`src/rtl/munoc_inter_router_fifo_synch_if.sv`:
```
// Link bundle between two routers: forward and backward phit links,
// their readies and the occupancy/idle status of the FIFO pair.
`ifndef BW_FNI_LINK
`define BW_FNI_LINK(BW) ((BW)+1)
`endif
`ifndef BW_BNI_LINK
`define BW_BNI_LINK(BW) ((BW)+1)
`endif

interface munoc_inter_router_fifo_synch_if #(
   parameter int BW_FNI_PHIT = 8,
   parameter int BW_BNI_PHIT = 8,
   parameter int NUM_BUFFER  = 2
);
   localparam int LW_F   = `BW_FNI_LINK(BW_FNI_PHIT);
   localparam int LW_B   = `BW_BNI_LINK(BW_BNI_PHIT);
   localparam int BW_CNT = $clog2(NUM_BUFFER + 1);

   logic [LW_F-1:0]   rfni_link;
   logic              rfni_ready;
   logic [LW_B-1:0]   rbni_link;
   logic              rbni_ready;
   logic [LW_F-1:0]   sfni_link;
   logic              sfni_ready;
   logic [LW_B-1:0]   sbni_link;
   logic              sbni_ready;
   logic [BW_CNT-1:0] fni_count;
   logic [BW_CNT-1:0] bni_count;
   logic              idle;

   modport slave (
      input  rfni_link,
      output rfni_ready,
      output rbni_link,
      input  rbni_ready,
      output sfni_link,
      input  sfni_ready,
      input  sbni_link,
      output sbni_ready,
      output fni_count,
      output bni_count,
      output idle
   );

   modport master (
      output rfni_link,
      input  rfni_ready,
      input  rbni_link,
      output rbni_ready,
      input  sfni_link,
      output sfni_ready,
      output sbni_link,
      input  sbni_ready,
      input  fni_count,
      input  bni_count,
      input  idle
   );
endinterface

```
`src/rtl/munoc_inter_router_fifo_synch.sv`:
```
// Inter-router FIFO pair: forward (rfni->sfni) and backward (sbni->rbni),
// each a registered circular buffer with state-only valid/ready.
`ifndef BW_FNI_LINK
`define BW_FNI_LINK(BW) ((BW)+1)
`endif
`ifndef BW_BNI_LINK
`define BW_BNI_LINK(BW) ((BW)+1)
`endif

module munoc_inter_router_fifo_synch_chan #(
   parameter int LW     = 9,
   parameter int DEPTH  = 2,
   parameter int BW_CNT = 2
) (
   input  logic              clk,
   input  logic              rstnn,
   input  logic [LW-1:0]     wr_link,
   output logic              wr_ready,
   output logic [LW-1:0]     rd_link,
   input  logic              rd_ready,
   output logic [BW_CNT-1:0] count
);
   localparam int BW_PTR = (DEPTH > 1) ? $clog2(DEPTH) : 1;
   localparam logic [BW_PTR-1:0] PTR_LAST = BW_PTR'(DEPTH - 1);
   localparam logic [BW_CNT-1:0] CNT_FULL = BW_CNT'(DEPTH);

   logic [LW-2:0]     mem_q [DEPTH];
   logic [LW-2:0]     mem_d [DEPTH];
   logic [BW_PTR-1:0] wptr_q, wptr_d;
   logic [BW_PTR-1:0] rptr_q, rptr_d;
   logic [BW_CNT-1:0] count_q, count_d;
   logic              not_empty;
   logic              push;
   logic              pop;

   // Readiness and valid come only from count_q, never from the inputs.
   assign not_empty = (count_q != '0);
   assign wr_ready  = (count_q < CNT_FULL);
   assign push      = wr_link[LW-1] & wr_ready;
   assign pop       = not_empty & rd_ready;
   assign count     = count_q;
   assign rd_link   = not_empty ? {1'b1, mem_q[rptr_q]} : '0;

   always_comb begin
      mem_d   = mem_q;
      wptr_d  = wptr_q;
      rptr_d  = rptr_q;
      count_d = count_q;
      if (push) begin
         mem_d[wptr_q] = wr_link[LW-2:0];
         wptr_d = (wptr_q == PTR_LAST) ? '0 : wptr_q + BW_PTR'(1);
      end
      if (pop) begin
         rptr_d = (rptr_q == PTR_LAST) ? '0 : rptr_q + BW_PTR'(1);
      end
      unique case ({push, pop})
         2'b10:   count_d = count_q + BW_CNT'(1);
         2'b01:   count_d = count_q - BW_CNT'(1);
         default: count_d = count_q;
      endcase
   end

   always_ff @(posedge clk or negedge rstnn) begin
      if (!rstnn) begin
         wptr_q  <= '0;
         rptr_q  <= '0;
         count_q <= '0;
      end else begin
         wptr_q  <= wptr_d;
         rptr_q  <= rptr_d;
         count_q <= count_d;
      end
   end

   // Payload storage is deliberately left out of reset.
   always_ff @(posedge clk) begin
      mem_q <= mem_d;
   end
endmodule

module munoc_inter_router_fifo_synch #(
   parameter int BW_FNI_PHIT = 8,
   parameter int BW_BNI_PHIT = 8,
   parameter int NUM_BUFFER  = 2
) (
   input  logic clk,
   input  logic rstnn,
   munoc_inter_router_fifo_synch_if.slave port
);
   localparam int LW_F   = `BW_FNI_LINK(BW_FNI_PHIT);
   localparam int LW_B   = `BW_BNI_LINK(BW_BNI_PHIT);
   localparam int BW_CNT = $clog2(NUM_BUFFER + 1);

   logic [BW_CNT-1:0] fni_cnt;
   logic [BW_CNT-1:0] bni_cnt;

   munoc_inter_router_fifo_synch_chan #(
      .LW     (LW_F),
      .DEPTH  (NUM_BUFFER),
      .BW_CNT (BW_CNT)
   ) u_fwd (
      .clk      (clk),
      .rstnn    (rstnn),
      .wr_link  (port.rfni_link),
      .wr_ready (port.rfni_ready),
      .rd_link  (port.sfni_link),
      .rd_ready (port.sfni_ready),
      .count    (fni_cnt)
   );

   munoc_inter_router_fifo_synch_chan #(
      .LW     (LW_B),
      .DEPTH  (NUM_BUFFER),
      .BW_CNT (BW_CNT)
   ) u_bwd (
      .clk      (clk),
      .rstnn    (rstnn),
      .wr_link  (port.sbni_link),
      .wr_ready (port.sbni_ready),
      .rd_link  (port.rbni_link),
      .rd_ready (port.rbni_ready),
      .count    (bni_cnt)
   );

   assign port.fni_count = fni_cnt;
   assign port.bni_count = bni_cnt;
   assign port.idle      = (fni_cnt == '0) && (bni_cnt == '0);
endmodule

```
`src/flat_wrapper.sv`:
```
// flat-port wrapper written by rule: the top's interface ports become plain ports
module munoc_inter_router_fifo_synch_flat 
#(
   parameter int BW_FNI_PHIT = 8,
   parameter int BW_BNI_PHIT = 8,
   parameter int NUM_BUFFER  = 2
)
  (clk, rstnn, port_rfni_link, port_rfni_ready, port_rbni_link, port_rbni_ready, port_sfni_link, port_sfni_ready, port_sbni_link, port_sbni_ready, port_fni_count, port_bni_count, port_idle);
  munoc_inter_router_fifo_synch_if #(.BW_FNI_PHIT(BW_FNI_PHIT), .BW_BNI_PHIT(BW_BNI_PHIT), .NUM_BUFFER(NUM_BUFFER)) port_i ();
  input  logic clk;
  input  logic rstnn;
  input wire logic [$bits(port_i.rfni_link)-1:0] port_rfni_link;
  output wire logic [$bits(port_i.rfni_ready)-1:0] port_rfni_ready;
  output wire logic [$bits(port_i.rbni_link)-1:0] port_rbni_link;
  input wire logic [$bits(port_i.rbni_ready)-1:0] port_rbni_ready;
  output wire logic [$bits(port_i.sfni_link)-1:0] port_sfni_link;
  input wire logic [$bits(port_i.sfni_ready)-1:0] port_sfni_ready;
  input wire logic [$bits(port_i.sbni_link)-1:0] port_sbni_link;
  output wire logic [$bits(port_i.sbni_ready)-1:0] port_sbni_ready;
  output wire logic [$bits(port_i.fni_count)-1:0] port_fni_count;
  output wire logic [$bits(port_i.bni_count)-1:0] port_bni_count;
  output wire logic [$bits(port_i.idle)-1:0] port_idle;
  assign port_i.rfni_link = port_rfni_link;
  assign port_rfni_ready = port_i.rfni_ready;
  assign port_rbni_link = port_i.rbni_link;
  assign port_i.rbni_ready = port_rbni_ready;
  assign port_sfni_link = port_i.sfni_link;
  assign port_i.sfni_ready = port_sfni_ready;
  assign port_i.sbni_link = port_sbni_link;
  assign port_sbni_ready = port_i.sbni_ready;
  assign port_fni_count = port_i.fni_count;
  assign port_bni_count = port_i.bni_count;
  assign port_idle = port_i.idle;
  munoc_inter_router_fifo_synch #(.BW_FNI_PHIT(BW_FNI_PHIT), .BW_BNI_PHIT(BW_BNI_PHIT), .NUM_BUFFER(NUM_BUFFER)) u_core (.clk(clk), .rstnn(rstnn), .port(port_i));
endmodule
```
`config.mk`:
```
export PLATFORM = sky130hd
export DESIGN_NAME = munoc_inter_router_fifo_synch_flat
export DESIGN_NICKNAME = d
export VERILOG_FILES = /design/src/rtl/munoc_inter_router_fifo_synch_if.sv /design/src/rtl/munoc_inter_router_fifo_synch.sv /design/src/flat_wrapper.sv
export SDC_FILE = /design/constraint.sdc
export NUM_CORES = 1
export LEC_CHECK = 0
export CORE_MARGIN = 2
export CORE_UTILIZATION = 42
export CTS_BUF_LIST = sky130_fd_sc_hd__clkbuf_2 sky130_fd_sc_hd__clkbuf_4 sky130_fd_sc_hd__clkbuf_8
export DETAILED_ROUTE_END_ITERATION = 6
export PLACE_DENSITY = 0.74
export SETUP_SLACK_MARGIN = 0.15
export SYNTH_ARGS = -nofsm -noshare
export SYNTH_HDL_FRONTEND = slang
export SYNTH_SLANG_ARGS = --single-unit
```
`constraint.sdc`:
```
create_clock -name clk -period 3.5 [get_ports clk]
set_input_delay 0.7 -clock clk [delete_from_list [all_inputs] [get_ports clk]]
set_output_delay 0.7 -clock clk [all_outputs]
set_load 0.01 [all_outputs]
```
; ---- After elaboration in Yosys (flattened, before gate mapping)
; Index checks and enable logic that the tools add are counted.
[classes]
addsub = 8
magnitude_cmp = 8
eq_ne = 4
n_mux = 20
bitwise = 8
n_reduce_logical = 9
[ops]
columns = op, count
row1 = $mux W8, 8
row2 = $bwmux W16, 2
row3 = $mux W9, 2
row4 = $demux W8 S1, 2
row5 = $ge A2 B2 Y1 const B, 4
row6 = $not A1 Y2, 4
row7 = $pmux W2 S2, 2
row8 = $reduce_bool A2 Y1, 4
row9 = $add A1 B1 Y1 const B, 4
row10 = $add A2 B1 Y2 const B, 2
row11 = $and A1 B1 Y1, 4
row12 = $eq A2 B1 Y1 const B, 2
row13 = $eq A2 B2 Y1 const B, 2
row14 = $logic_not A2 Y1, 2
row15 = $lt A2 B1 Y1 const B, 2
row16 = $lt A2 B2 Y1 const B, 2
row17 = $mux W1, 4
row18 = $sub A2 B1 Y2 const B, 2
row19 = $logic_and A1 B1 Y1, 3
[word_totals]
regBits = 40
input_bits = 22
output_inout_bits = 25
wordCells = 67

; ---- Longest topological paths before layout
; Gate-level depths: netlist (run 1).
[logic_depth]
word_depth = 6
depth_mapped = 6
depth_no_buf = 6

; ---- Cells and area by module
; A second synthesis (run 1) with hierarchy kept.
[unflattened]
hier_cells = 105
area_unflattened_um2 = 1629.1
[by_module_without_submodules]
columns = module, instances, cells_per_inst, area_each_um2, seq_area_each_um2
row1 = munoc_inter_router_fifo_synch_chan at u_core.u_fwd, 1, 52, 809.5, 580.6
row2 = munoc_inter_router_fifo_synch_chan at u_core.u_bwd, 1, 52, 807.0, 580.6
row3 = munoc_inter_router_fifo_synch, 1, 1, 12.5, 0.0

; ---- Worst setup path before layout (run 1)
; Ideal clock, no wire load.
[synth_timing]
path_kind = register to output
from = register u_core.u_bwd.count_q[0], in the netlist u_core.u_bwd.count[0]
to = output port_idle
arrival_ns = 0.922
required_ns = 2.800
slack_ns = 1.878
path_stages_with_launch = 4
n_path_buf = 0
cell_sequence = dfrtp_1 -> nor2_4 -> inv_2 -> nor2_1
[synth_via]
elab_chain_len = 2
[synth_rtl]
columns = element, line
row1 = from (decl), munoc_inter_router_fifo_synch.sv:31  ; logic [BW_CNT-1:0] count_q, count_d;
row2 = from (signal assigned), munoc_inter_router_fifo_synch.sv:71  ; count_q <= count_d;
row3 = $logic_not A2 Y1, munoc_inter_router_fifo_synch.sv:127  ; assign port.idle = (fni_cnt == '0) && (bni_cnt == '0);
row4 = $logic_and A1 B1 Y1, munoc_inter_router_fifo_synch.sv:127
row5 = to (decl), flat_wrapper.sv:22  ; output wire logic [$bits(port_i.idle)-1:0] port_idle;
; Every way passes these cells.

; ---- Worst setup path in the final report (run 1)
[layout_timing]
from = register u_core.u_fwd.rptr_q
to = output port_sfni_link[1]
[layout_via]
elab_chain_len = 5
[layout_rtl]
columns = element, line
row1 = from (decl), munoc_inter_router_fifo_synch.sv:30  ; logic [BW_PTR-1:0] rptr_q, rptr_d;
row2 = from (signal assigned), munoc_inter_router_fifo_synch.sv:70  ; rptr_q <= rptr_d;
row3 = $not A1 Y2 (implied by the code), munoc_inter_router_fifo_synch.sv:42  ; assign rd_link = not_empty ? {1'b1, mem_q[rptr_q]} : '0;
row4 = $mux W8 (implied by the code) (3 in a row), munoc_inter_router_fifo_synch.sv:42
row5 = $mux W9, munoc_inter_router_fifo_synch.sv:42
row6 = to (decl), flat_wrapper.sv:16  ; output wire logic [$bits(port_i.sfni_link)-1:0] port_sfni_link;
; Every way passes these cells. The select of a mux whose other input is x is not followed.

==> results.md, run 1 <==
- Status: finished, final reports clean
- Diode count: 0
- Commonest non-fill, non-tap cells in the layout: clkdlybuf4s50_1 (46), edfxtp_1 (32), nor2_1 (21), mux2i_1 (16)
- # clock sinks: 40
- LEAKAGE: around 0.00084 µW
- Main combinational cell family by area after synthesis: multiplexers
- Remaining routing DRC violations: 0
- Part of the cycle the worst path needs: between 60 and 70%
- Arr. time, crit path: approximately 1.8 ns
- DIE AREA: 0.00436 mm²
- PD cells: between 800 and 900 mW/mm²
- CTS resizes: 0
- Post-synthesis compound-gate area fraction: 0%
- Yosys cell types: 16
- Fin Setup TNS: 0 ns
- Place WS: about 1.3 ns
- Final Cell Area: between 0.002 and 0.0025 mm²
- Worst setup margin: about 1.1 ns
- # IOs: 47
- GPL Wtd Cong: approximately 0.73
- Critical Path RT: approximately 2.8 ns
- Worst path bufs/invs: 1
- DR WL/cell: around 13 µm
- Vias in the first global route: around 980
- Clock Latency Late Sink: ~0.28 ns
- First DRT Iteration DRCs: 32
- Skew final: 0.00586 ns
- ANT nets after route: 0
- Syn Nets: 129
- Peak VDD IR: roughly 520 µV
- Final Max Slew Viols: 0
- Global-route wire length before repair: between 4000 and 5000 µm
- Routed vias: between 900 and 1000
- Adder-cell share of the synthesized area: ~1.5%
- H-tree depth: 2
- Commonest non-fill, non-tap cell in the layout: clkdlybuf4s50_1
- Post-Synthesis Cell Area: approximately 0.0016 mm²
- Cell accounting for the most synthesized area: edfxtp_1
- Minimum clock period: roughly 2.4 ns
- Row count: 22
- Relative slew slack: 53.7%
- Mux share of post-synthesis cell area: approximately 9.9%
- Setup CP Type: flop to output port
- WL final: about 2700 µm
- CTS Hold Bufs: 0
- Register Area: 0.00116 mm²
- Synth warn: 0
- Share of cells above drive strength 1: 7.79%
- Postcts setup bufs: 0
- CTS root buffer: clkbuf_8
- Synthesis-to-finish area growth: 35.7%
- Gate Count Post-Synth: between 100 and 150
- Final Hold Fails: 0
- Sequential fraction of the synthesis area: between 70% and 80%
- Largest net degree at the start of global routing: 12
- CTS Buffer Depth: 2
- WHS: ~0.5 ns
- Hold Path Class: flop to flop
- Final net count: roughly 180
- Number of vias per cell: ~4.6
- Worst setup EP type: output port
- Gr usage total: 14.5%
- Area after DPL: approximately 0.0021 mm²
- Fill count: 310
- Initial antenna violation count: 0
- Reg clk slew, reported paths: approximately 0.070 ns
- Core Region: 0.00369 mm²
- Max Freq: 0.409 GHz
- Grt ovf: 0
- Cells along the critical path: mux2i_1 -> nor2_1 -> clkdlybuf4s50_1
- Die W: between 60 and 70 µm
- Final Total Pwr: 1820 µW
- Die Y: about 66 µm
- Seq cells post-synth: 40
- Post-DP HPWL: about 2000 µm
- # setup viols final: 0
- Xor/xnor share of the synthesized area: 5.41%
- Unrepaired setup endpoints after global routing: no
- Worst slew pin tran: 0.693 ns
- Top post-synthesis cells by area: edfxtp_1 (59%), dfrtp_1 (12%), mux2i_1 (9.9%), nor2_1 (4.9%), xnor2_1 (4.3%)
- CP max stage cell: dfrtp_1
- CTS tree: yes
- Cts bufs inserted: 5
- Syn Area/Cell: between 15 and 20 µm²
- Synth top area share: 59.4%
- Multi-input gate area: ~420 µm²
- Starting density of the core: 43.9%
- Crit Path Max Fanout: 9
- CP max stage delay: about 0.65 ns
- Crit start category: flop
- First-pass DRT Iterations: 2
- Input/output buffers: between 40 and 50
- Synth Area in Simple Gates: a little under 9%
- Max-cap violations: 0
- Top cell family by delay on the critical path: flip-flops
## worst register-to-register path: stages (launching register included)
cell and delay [ns]:
dfrtp_1 0.42, inv_1 0.13, nand2_1 0.12, nor2_1 0.55
## per-layer routing
layer	GRT usage [%]	routed length (µm)	vias up
li1	-	-	461
met1	17.1	1140	429
met2	23.4	1280	36
met3	5.96	238	5
met4	6.12	36	0
met5	0	0	-
## synthesized netlist by cell type
library cell,instances
xor2_1,2
buf_4,2
edfxtp_1,32
mux2i_1,16
dfrtp_1,8
nor2_1,21
nor2_4,2
xnor2_1,8
buf_2,2
and3_1,2
ha_1,2
nor2b_2,1
nor2b_4,1
inv_2,1
nand2_1,2
inv_1,3
## sequential cells by signal (all words and copies together) (netlist names)
name                 count
u_core.u_fwd.mem_q      16
u_core.u_bwd.mem_q      16
u_core.u_fwd.count       2
u_core.u_fwd.rptr_q      1
u_core.u_bwd.wptr_q      1
u_core.u_bwd.count       2
u_core.u_fwd.wptr_q      1
u_core.u_bwd.rptr_q      1
## layout make-up
| cell class | count | share of cell area (%) |
|---|---|---|
| Tap cell | 48 | 2.74 |
| Timing Repair Buffer | 46 | 21.0 |
| Multi-Input combinational cell | 57 | 19.0 |
| Clock buffer | 6 | 3.48 |
| Clock inverter | 1 | 0.228 |
| Sequential cell | 40 | 52.9 |
| Inverter | 4 | 0.684 |
## power breakdown
part	switching, µW	internal (µW)	leakage, µW	total, µW
clock network	135	143	0.0000445	277
registers	113	643	0.000387	757
logic	337	449	0.000405	786
## per-stage QoR
stage               utilization (%)  std cells
floorplan                         -        105
global placement               57.3        195
detailed placement             57.3        195
CTS                            59.5        202
global route                   59.5        202
finish                         59.5        202
## worst paths after layout
kind / from / end / slack, ns / cells past startpoint
max: u_core.u_fwd.rptr_q$_DFFE_PN0P_ / port_sfni_link[1] / 1.05 / 3
min reg2reg: u_core.u_bwd.wptr_q$_DFFE_PN0P_ / u_core.u_bwd.wptr_q$_DFFE_PN0P_ / 0.50 / 1
max reg2reg: u_core.u_fwd.count[1]$_DFFE_PN0P_ / u_core.u_fwd.mem_q[8]$_DFFE_PP_ / 1.91 / 3
max in group asynchronous: rstnn / u_core.u_bwd.count[1]$_DFFE_PN0P_ / 2.54 / 1
min: u_core.u_bwd.wptr_q$_DFFE_PN0P_ / u_core.u_bwd.wptr_q$_DFFE_PN0P_ / 0.50 / 1
min in group asynchronous: rstnn / u_core.u_fwd.count[1]$_DFFE_PN0P_ / 0.69 / 1
## kinds of logic (layout without fill, tap and decap cells)
family / after synthesis / in the layout
muxes: 16 / 16
adders and majority gates: 2 / 2
and+or+nand+nor: 29 / 29
DFF: 40 / 40
buffers and inverters: 8 / 57
xor gates and xnor gates: 10 / 10
Power figures use the tool's default switching activity.
==> run 2, diff against run 1 <==
Settings changed: PLACE_DENSITY 0.74 to 0.77.
Clock period 3.5 ns to 2.25 ns, I/O delays scaled along.
==> run 2 against run 1 <==
Effect of this change:
- count of clock-buffer cells in the layout is 1 lower
- largest power group unchanged
- final cell count is 4.5% higher
- register-to-register slack worse by 1.1 ns
- global-route usage is 0.86 points higher
- sequential share of layout area is 2.3 points lower
- first-iteration DRC count is 31% lower
- via count is 7.3% higher
- critical path depth stayed put
- clock skew is 0.0017 ns higher
- power is 71% higher
==> results.md, run 2 (same netlist as run 1, synthesis figures left out) <==
- CTS Buffer Depth: 2 (unchanged)
- Largest registers: u_core.u_bwd.mem_q x16, u_core.u_fwd.mem_q x16
- Final Max Slew Viols: 0 (unchanged)
- Fin Setup TNS: 0 ns (unchanged)
- Number of vias per cell: 4.73 (+2.7%)
- Diode count: 0 (unchanged)
- Remaining routing DRC violations: 0 (unchanged)
- WL final: 2940 µm (+8.7%)
- ANT nets after route: 0 (unchanged)
- Row count: 22 (unchanged)
- CP max stage cell: clkdlybuf4s50_1
- Hold Path Class: input pin to async pin
- Critical Path RT: 1.80 ns (-1.00 ns)
- CTS root buffer: clkbuf_8
- Area after DPL: 0.00213 mm² (+0.71%)
- Largest net degree at the start of global routing: 14 (+2)
- # clock sinks: 40 (unchanged)
- Die Y: 66.1 µm (unchanged)
- DIE AREA: 0.00436 mm² (unchanged)
- First-pass DRT Iterations: 4 (+2)
- Initial antenna violation count: 0 (unchanged)
- Peak VDD IR: 893 µV (+72%)
- GPL Wtd Cong: 0.757 (+3.6%)
- Relative slew slack: 73.5% (+20 points)
- Share of cells above drive strength 1: 15.3% (+7.5 points)
- DR WL/cell: 13.9 µm (+4.1%)
- # IOs: 47 (unchanged)
- Grt ovf: 0 (unchanged)
- Max Freq: about 0.48 GHz
- Skew final: 0.00760 ns (+0.00174 ns)
- Reg clk slew, reported paths: 0.08 ns (about the same)
- Commonest non-fill, non-tap cells in the layout: clkdlybuf4s50_1 (46), edfxtp_1 (32), nor2_1 (21), mux2i_1 (16), xnor2_1 (8)
- Minimum clock period: a little over 2 ns
- Arr. time, crit path: 1.62 ns (-0.13 ns)
- Crit start category: flop
- Vias in the first global route: 989 (+1.1%)
- Cells along the critical path: mux2i_1 -> nor2_1 -> clkdlybuf4s50_1
- Post-DP HPWL: 2110 µm (+5.8%)
- Final Hold Fails: 0 (unchanged)
- Worst slew pin tran: 0.398 ns (-0.294 ns)
- Max-cap violations: 0 (unchanged)
- Die W: 66.1 µm (unchanged)
- Routed vias: 999 (+7.3%)
- Part of the cycle the worst path needs: about 90%
- Gr usage total: 15.3% (+0.86 points)
- Core Region: 0.00369 mm² (unchanged)
- # setup viols final: 0 (unchanged)
- Worst path bufs/invs: 1 (unchanged)
- Commonest non-fill, non-tap cell in the layout: clkdlybuf4s50_1
- Final Cell Area: 0.00230 mm² (+4.9%)
- CTS tree: yes
- Global-route wire length before repair: 4750 µm (+4.4%)
- PD cells: 1350 mW/mm² (+63%)
- Crit Path Max Fanout: 9 (unchanged)
- Worst setup EP type: output port
- Cts bufs inserted: 5 (unchanged)
- Status: finished, final reports clean
- Input/output buffers: 46 (unchanged)
- CP max stage delay: 0.55 ns (-0.10 ns)
- H-tree depth: 2 (unchanged)
- Top cell family by delay on the critical path: buffers and inverters
- First DRT Iteration DRCs: 22 (-31%)
- Setup CP Type: flop to output port
- Final net count: 186 (+4.5%)
- Unrepaired setup endpoints after global routing: yes
- Clock Latency Late Sink: 0.29 ns (about the same)
- LEAKAGE: 0.000886 µW (+6.0%)
- Starting density of the core: 43.9% (unchanged)
- Synthesis-to-finish area growth: 42.3%
-- run 2: changes by cell type in the layout (fill, tap and decap cells not counted) --
cell        before  now
dfrtp_1          8    4
dfrtp_2          0    4
clkinvlp_4       0    1
buf_12           0    1
buf_4            0    7
bufinv_16        0    1
clkbuf_4         1    0
-- run 2: report_power, final --
part | internal, µW | switching [µW] | total, µW
Clock | 328 | 242 | 570
Sequential | 1010 | 175 | 1180
Combinational | 798 | 562 | 1360
Total | 2130 | 979 | 3110
-- run 2: per-layer routing --
| layer | GRT usage (%) | vias up | share of wire [%] |
|---|---|---|---|
| met2 | 26.5 | 42 | 50 |
| met3 | 6.13 | 4 | 8.3 |
| met4 | 4.59 | 0 | 1.3 |
| met5 | 0 | - | 0 |
| met1 | 17.5 | 476 | 41 |
| li1 | - | 477 | - |
-- run 2: final timing paths --
path                                              startpoint                           endpoint  slack [ns]  cells after the start
hold / removal                                         rstnn    u_core.u_bwd.wptr_q$_DFFE_PN0P_        0.44                      1
hold reg to reg              u_core.u_fwd.wptr_q$_DFFE_PN0P_    u_core.u_fwd.wptr_q$_DFFE_PN0P_        0.50                      1
max in group asynchronous                              rstnn  u_core.u_bwd.count[0]$_DFFE_PN0P_        1.51                      1
setup / recovery             u_core.u_bwd.rptr_q$_DFFE_PN0P_                  port_rbni_link[0]        0.18                      3
setup reg to reg           u_core.u_bwd.count[0]$_DFFE_PN0P_  u_core.u_bwd.count[1]$_DFFE_PN0P_        0.82                      6
min in group clk             u_core.u_fwd.wptr_q$_DFFE_PN0P_    u_core.u_fwd.wptr_q$_DFFE_PN0P_        0.50                      1
-- run 2: area by class of cell --
cell class                 instances  area, µm²
multi-input combinational         57        417
sequential                        40       1170
inverter                           4       15.0
clock buffer                       5       68.8
clock inverter                     3       42.5
fill                             305       1390
tap                               48       60.1
timing repair buffer              54        533
-- run 2: worst reg2reg max path, delay by kind of cell (launching register included) --
kind / cells / cell delay (ns)
buf+inv: 1 / 0.14
flops: 1 / 0.46
fa+ha+maj: 1 / 0.31
xor+xnor: 1 / 0.13
simple gates: 3 / 0.33
-- run 2: through the flow --
| stage | std cells | hold slack (ns) | utilization [%] | worst slack, ns | power [µW] |
|---|---|---|---|---|---|
| 6_report | 211 | 0.437 | 62.4 | 0.180 | 3110 |
| 5_1_grt | 211 | 0.453 | 62.4 | 0.0997 | 3310 |
| 4_1_cts | 208 | 0.446 | 61.8 | 0.132 | 3110 |
| 3_5_place_dp | 197 | 0.484 | 57.7 | 0.328 | 2460 |
| 3_3_place_gp | 197 | 0.476 | 57.7 | 0.362 | 2410 |
| 2_1_floorplan | 105 | 0.154 | - | 0.778 | 1840 |
-- run 2: timing repair --
| action | 4_1_cts | 5_1_grt |
|---|---|---|
| cloned | 0 | 0 |
| pin swaps | 2 | 1 |
| resized for setup | 3 | 1 |
| endpoints found under the setup margin | 18 | 16 |
| hold buffers | 0 | 0 |
| setup buffers | 3 | 3 |
